**src/rtl/i2s_tx_fifo.sv**
```systemverilog
// i2s_tx_fifo: two-deep stereo sample FIFO feeding an I2S transmitter slaved
// to codec-supplied bclk/lrclk. Everything runs on clk; bclk and lrclk are
// synchronized and edge-detected, and sdata is launched on bclk falling edges
// with the standard one-bclk I2S delay after each lrclk transition.
// Ports:
//   clk, resetn            system clock, async active-low reset
//   bclk, lrclk            codec bit / word clocks (asynchronous inputs)
//   sdata                  registered I2S serial data to the codec
//   in_left, in_right      signed stereo sample pair
//   in_valid, in_ready     upstream handshake (pair accepted on valid && ready)
//   frame_strobe           one-clk pulse when a left word is loaded
//   underrun_count         saturating count of frames sent without a fresh pair
module i2s_tx_fifo #(
  parameter int unsigned BITSIZE = 16,
  parameter int unsigned CNTSIZE = 16
) (
  input  logic               clk,
  input  logic               resetn,
  input  logic               bclk,
  input  logic               lrclk,
  output logic               sdata,
  input  logic [BITSIZE-1:0] in_left,
  input  logic [BITSIZE-1:0] in_right,
  input  logic               in_valid,
  output logic               in_ready,
  output logic               frame_strobe,
  output logic [CNTSIZE-1:0] underrun_count
);

  localparam int unsigned PW = 2 * BITSIZE;
  localparam int unsigned CW = $clog2(BITSIZE + 1);

  // Synchronizer chains: [0] and [1] are the 2-flop synchronizer, [2] the delay flop.
  logic [2:0]         bclk_sync_q, bclk_sync_d;
  logic [2:0]         lr_sync_q, lr_sync_d;
  logic [1:0]         prime_q, prime_d;
  logic [PW-1:0]      mem_q [2];
  logic [PW-1:0]      mem_d [2];
  logic               wr_ptr_q, wr_ptr_d;
  logic               rd_ptr_q, rd_ptr_d;
  logic [1:0]         occ_q, occ_d;
  logic               in_ready_q, in_ready_d;
  logic               armed_q, armed_d;
  logic               started_q, started_d;
  logic [PW-1:0]      held_q, held_d;
  logic [BITSIZE-1:0] shreg_q, shreg_d;
  logic [CW-1:0]      bitcnt_q, bitcnt_d;
  logic               sdata_q, sdata_d;
  logic               strobe_q, strobe_d;
  logic [CNTSIZE-1:0] ucnt_q, ucnt_d;

  logic               edge_en;
  logic               bclk_fall;
  logic               lr_fall;
  logic               lr_rise;
  logic               push;
  logic               pop;
  logic               fifo_nonempty;
  logic [PW-1:0]      fifo_head;

  // Edge detection; suppressed until the delay flop holds a real sample so
  // that a level already present at reset release never looks like an edge.
  always_comb begin
    edge_en       = (prime_q == 2'd3);
    bclk_fall     = edge_en & bclk_sync_q[2] & ~bclk_sync_q[1];
    lr_fall       = edge_en & lr_sync_q[2] & ~lr_sync_q[1];
    lr_rise       = edge_en & started_q & ~lr_sync_q[2] & lr_sync_q[1];
    fifo_nonempty = (occ_q != 2'd0);
    fifo_head     = mem_q[rd_ptr_q];
    push          = in_valid & in_ready_q;
    pop           = lr_fall & fifo_nonempty;
  end

  // Next-state logic for FIFO, frame control and serializer.
  always_comb begin
    bclk_sync_d = {bclk_sync_q[1:0], bclk};
    lr_sync_d   = {lr_sync_q[1:0], lrclk};
    prime_d     = (prime_q == 2'd3) ? prime_q : prime_q + 2'd1;
    mem_d       = mem_q;
    wr_ptr_d    = wr_ptr_q;
    rd_ptr_d    = rd_ptr_q;
    occ_d       = occ_q;
    armed_d     = armed_q;
    started_d   = started_q;
    held_d      = held_q;
    shreg_d     = shreg_q;
    bitcnt_d    = bitcnt_q;
    sdata_d     = sdata_q;
    strobe_d    = lr_fall;
    ucnt_d      = ucnt_q;

    if (push) begin
      mem_d[wr_ptr_q] = {in_left, in_right};
      wr_ptr_d        = ~wr_ptr_q;
      armed_d         = 1'b1;
    end
    if (pop) begin
      rd_ptr_d = ~rd_ptr_q;
      held_d   = fifo_head;
    end
    case ({push, pop})
      2'b10:   occ_d = occ_q + 2'd1;
      2'b01:   occ_d = occ_q - 2'd1;
      default: occ_d = occ_q;
    endcase
    in_ready_d = (occ_d < 2'd2);

    if (lr_fall) begin
      started_d = 1'b1;
      if (!fifo_nonempty && armed_q && !(&ucnt_q)) begin
        ucnt_d = ucnt_q + CNTSIZE'(1);
      end
    end

    // A load takes priority over a coincident bclk edge and truncates any word in flight.
    if (lr_fall) begin
      shreg_d  = fifo_nonempty ? fifo_head[PW-1:BITSIZE] : held_q[PW-1:BITSIZE];
      bitcnt_d = '0;
      sdata_d  = 1'b0;
    end else if (lr_rise) begin
      shreg_d  = held_q[BITSIZE-1:0];
      bitcnt_d = '0;
      sdata_d  = 1'b0;
    end else if (bclk_fall) begin
      if (bitcnt_q < CW'(BITSIZE)) begin
        sdata_d  = shreg_q[BITSIZE-1];
        shreg_d  = shreg_q << 1;
        bitcnt_d = bitcnt_q + CW'(1);
      end else begin
        sdata_d  = 1'b0;
      end
    end
  end

  // State register.
  always_ff @(posedge clk or negedge resetn) begin
    if (!resetn) begin
      bclk_sync_q <= '0;
      lr_sync_q   <= '0;
      prime_q     <= '0;
      for (int i = 0; i < 2; i++) begin
        mem_q[i] <= '0;
      end
      wr_ptr_q    <= 1'b0;
      rd_ptr_q    <= 1'b0;
      occ_q       <= '0;
      in_ready_q  <= 1'b0;
      armed_q     <= 1'b0;
      started_q   <= 1'b0;
      held_q      <= '0;
      shreg_q     <= '0;
      bitcnt_q    <= '0;
      sdata_q     <= 1'b0;
      strobe_q    <= 1'b0;
      ucnt_q      <= '0;
    end else begin
      bclk_sync_q <= bclk_sync_d;
      lr_sync_q   <= lr_sync_d;
      prime_q     <= prime_d;
      mem_q       <= mem_d;
      wr_ptr_q    <= wr_ptr_d;
      rd_ptr_q    <= rd_ptr_d;
      occ_q       <= occ_d;
      in_ready_q  <= in_ready_d;
      armed_q     <= armed_d;
      started_q   <= started_d;
      held_q      <= held_d;
      shreg_q     <= shreg_d;
      bitcnt_q    <= bitcnt_d;
      sdata_q     <= sdata_d;
      strobe_q    <= strobe_d;
      ucnt_q      <= ucnt_d;
    end
  end

  assign sdata          = sdata_q;
  assign in_ready       = in_ready_q;
  assign frame_strobe   = strobe_q;
  assign underrun_count = ucnt_q;

endmodule

```
**config.mk**
```make
export PLATFORM = sky130hd
export DESIGN_NAME = i2s_tx_fifo
export DESIGN_NICKNAME = d
export VERILOG_FILES = /design/src/rtl/i2s_tx_fifo.sv
export SDC_FILE = /design/constraint.sdc
export NUM_CORES = 1
export LEC_CHECK = 0
export ABC_AREA = 1
export CORE_MARGIN = 5
export CORE_UTILIZATION = 46
export CTS_CLUSTER_DIAMETER = 120
export DETAILED_ROUTE_END_ITERATION = 8
export PLACE_DENSITY = 0.68
export SKIP_LAST_GASP = 1
export SYNTH_ARGS = -nofsm -noshare
export SYNTH_HDL_FRONTEND = slang
export SYNTH_SLANG_ARGS = --single-unit
```
**constraint.sdc**
```tcl
create_clock -name clk -period 2.1 [get_ports clk]
set_clock_uncertainty 0.15 [all_clocks]
set_input_delay 0.63 -clock clk [delete_from_list [all_inputs] [get_ports clk]]
set_output_delay 0.63 -clock clk [all_outputs]
set_load 0.005 [all_outputs]
```
==> results by group <==
Outcome
  – Status: finished clean

Flow run
  – Max-cap violations: 0

Synth
  – Mean Syn Cell Area: 8.107 um2
  – Yosys warnings: 0
  – Synthesized instance count: 851
  – Fraction of registers with async set/reset: 1.000
  – Prevailing post-synth register cell: dfrtp_1
  – Synthesized cell area: 6899 um2
  – Post-synthesis sequential area ratio: 0.5441
  – Netlist cell types: 30
  – Syn Nets: a little under 900
  – Seq cells post-synth: 150
  – Post-synth EDFFs: 0

CTS
  – Sink Count: 150
  – Htree depth: 4
  – Root Driver: clkbuf_16
  – Num CTS Buffers: 17
  – CTS clk-pin slew, worst paths: roughly 60 ps
  – Max clock buf depth: 2
  – Worst skew pair latency: 420 ps
  – CTS tree: done

Global routing
  – GRT met2 Usage: 0.2825
  – Initial antenna violation count: 0
  – Routing usage on met1: 0.2423
  – Total global routing overflow: 0
  – First-pass GRT wire length: around 26000 um
  – Largest net degree at the start of global routing: 66
  – GRT Total Usage: 0.1794
  – Vias in the first global route: 5331
  – GRT Max-Usage Layer: met2
  – M3 GR Usage: 0.05087

Setup path
  – CP endpoint kind: output pin
  – Worst path max stage delay: approximately 500 ps
  – Reg-to-reg slack, setup: approximately 160 ps
  – Worst EP required: 1320 ps
  – Setup CP Type: reg2out
  – Critical Path Source Type: flop
  – CP max FO: 2
  – WP buf/inv: 1
  – Worst path slowest cell: clkdlybuf4s50_1
  – Critical Path AT: about 1300 ps
  – Crit-path cells: clkdlybuf4s50_1
  – Crit-path leading delay family: buffers and inverters

Die
  – Initial core utilization: 0.4711
  – Die height: roughly 130 um
  – DIE AREA: 17550 um2
  – Top Ports: 56
  – Site Rows: 44
  – Die width: ~130 um
  – Core area: about 15000 um2

Power
  – Power Density: around 1200 nW/um2
  – Overall Power: 0.01045 W
  – NetSw: 0.003615 W
  – Clk pwr share: 0.270
  – Leakage: roughly 4.3 nW
  – Sw Share: 0.3459
  – Flop pwr share: 0.432
  – Max VDD drop: about 0.00073 V
  – Combinational power share: 0.298
  – Internal Power: approximately 0.007 W

Drt
  – WL final: 14810 um
  – DR WL/cell: approximately 13 um
  – Drt first pass iters: 4
  – Vias: 5555
  – DRC viols: 0
  – Routed Antenna Nets: 0
  – Via-per-instance ratio: slightly below 5
  – Initial detailed-routing violation count: slightly above 400

Timing
  – FMAX: a little under 0.5 GHz
  – Slew headroom: 0.6933
  – Finish-stage setup viols: 0
  – Final period util: 0.9778
  – Final hold vios: 0
  – Worst Max-Slew Pin Slew: around 460 ps
  – Unrepaired setup endpoints after global routing: false
  – Pins Over Slew Limit: 0
  – TNS Setup: 0 ps
  – Post-layout min period: about 2000 ps

Final layout
  – Antenna cell count: 0
  – Layout cells sized above 1: 0.1091
  – Final core utilization: 0.5815
  – P&R area growth vs syn: 23.43%
  – Final net count: 972

Placement
  – Detail Placement HPWL: 9737 um
  – Routability cong.: between 0.8 and 0.9
  – Count of input and output buffers: 55

Min path
  – Worst Hold Class: reg2reg
==> sequential cells by signal, summed over array words and instances, names as in the netlist, 2 cells and up, named ones only <==
signal	count
held_q	32
prime_q	2
shreg_q	16
mem_q	64
lr_sync_q	3
bclk_sync_q	3
underrun_count	16
bitcnt_q	5
==> cell families (layout without fill, tap and decap cells) <==
group	after synthesis	count (layout)	share of synthesized area
muxes	1	1	0.001632
DFF	150	150	0.5441
xor gates and xnor gates	10	10	0.01269
adders and majority gates	4	4	0.007255
buffers and inverters	114	207	0.06910
AOI/OAI and AO/OA	116	116	0.08778
and+or+nand+nor	456	456	0.2775
==> routing by layer <==
| layer | share of wire | up-vias |
|---|---|---|
| met4 | 0.013 | 0 |
| li1 | - | 2853 |
| met2 | 0.46 | 130 |
| met3 | 0.052 | 17 |
| met5 | 0 | - |
| met1 | 0.48 | 2555 |
==> cell type report <==
type | instances | area [um2]
clock buffer | 20 | 436.7
clock inverter | 12 | 105.1
fill | 1344 | 6128
inverter | 75 | 286.5
multi-input combinational | 587 | 2715
sequential | 150 | 3760
tap | 184 | 230.2
timing repair buffer | 100 | 982.2
==> placed cells by master, fill, tap and decap left out, drive strengths merged <==
cell	count
buf	45
clkinv	7
dlygate4sd2	3
a21oi	6
nand3	42
nor2	41
o21a	1
nand2	344
dfrtp	150
dlymetal6s2s	6
xor2	6
dlygate4sd3	1
o21ai	92
nor3	1
nand3b	21
mux2	1
inv	77
clkbuf	20
o31ai	1
nand4	5
bufinv	1
clkinvlp	2
or2	2
a31oi	16
xnor2	4
ha	4
clkdlybuf4s50	45
==> final timing paths <==
| check | startpoint | endpoint | depth (start not counted) |
|---|---|---|---|
| worst max-delay path | underrun_count[9] | underrun_count[9] | 1 |
| worst min-delay path | bclk_sync_q[0] | bclk_sync_q[1] | 0 |
| worst max register to register | prime_q[0] | in_ready | 10 |
| worst min register to register | bclk_sync_q[0] | bclk_sync_q[1] | 0 |
| max in group asynchronous | resetn | mem_q[33] | 3 |
| min in group asynchronous | resetn | underrun_count[3] | 2 |
==> power groups by stage <==
stage	registers (W)	clock network, W	logic (W)
3_5_place_dp	0.00457	0	0.00307
6_report	0.00452	0.00282	0.00311
2_1_floorplan	0.00442	0	0.00219
5_1_grt	0.00466	0.00302	0.00364
4_1_cts	0.00452	0.00287	0.00315
3_3_place_gp	0.00456	0	0.00298
==> synthesized netlist by cell type (4+ instances only) <==
cell type    n  area (um2)
nand2_1    342        1284
dfrtp_1    150        3754
o21ai_0     89       445.4
inv_1       70       262.8
nand3_1     42       210.2
nor2_1      34       127.6
nand3b_1    21       157.7
clkbuf_1    20       75.07
a31oi_1     16       100.1
buf_2       11       55.05
a21oi_1      6       30.03
xor2_1       6       52.55
nand4_1      5       31.28
nor2_4       5       56.30
buf_4        4       30.03
ha_1         4       50.05
xnor2_1      4       35.03
==> what timing repair did <==
item,4_1_cts,5_1_grt
hold buffers,1,0
resized for setup,10,8
setup buffers,16,1
setup endpoints to repair,28,19
hold endpoints to repair,22,0
==> per-stage QoR <==
stage	area (um2)	setup slack (ps)	hold WS, ps	instances
final	8516	46.55	205.5	1128
after floorplan	6934	-54.89	181.2	851
after global routing	8516	6.127	224.0	1128
after CTS	8486	-60.44	212.1	1127
after global placement	7805	-81.11	186.9	1078
after detailed placement	7805	-127.0	188.1	1078
(Power assumes the default switching activity.)
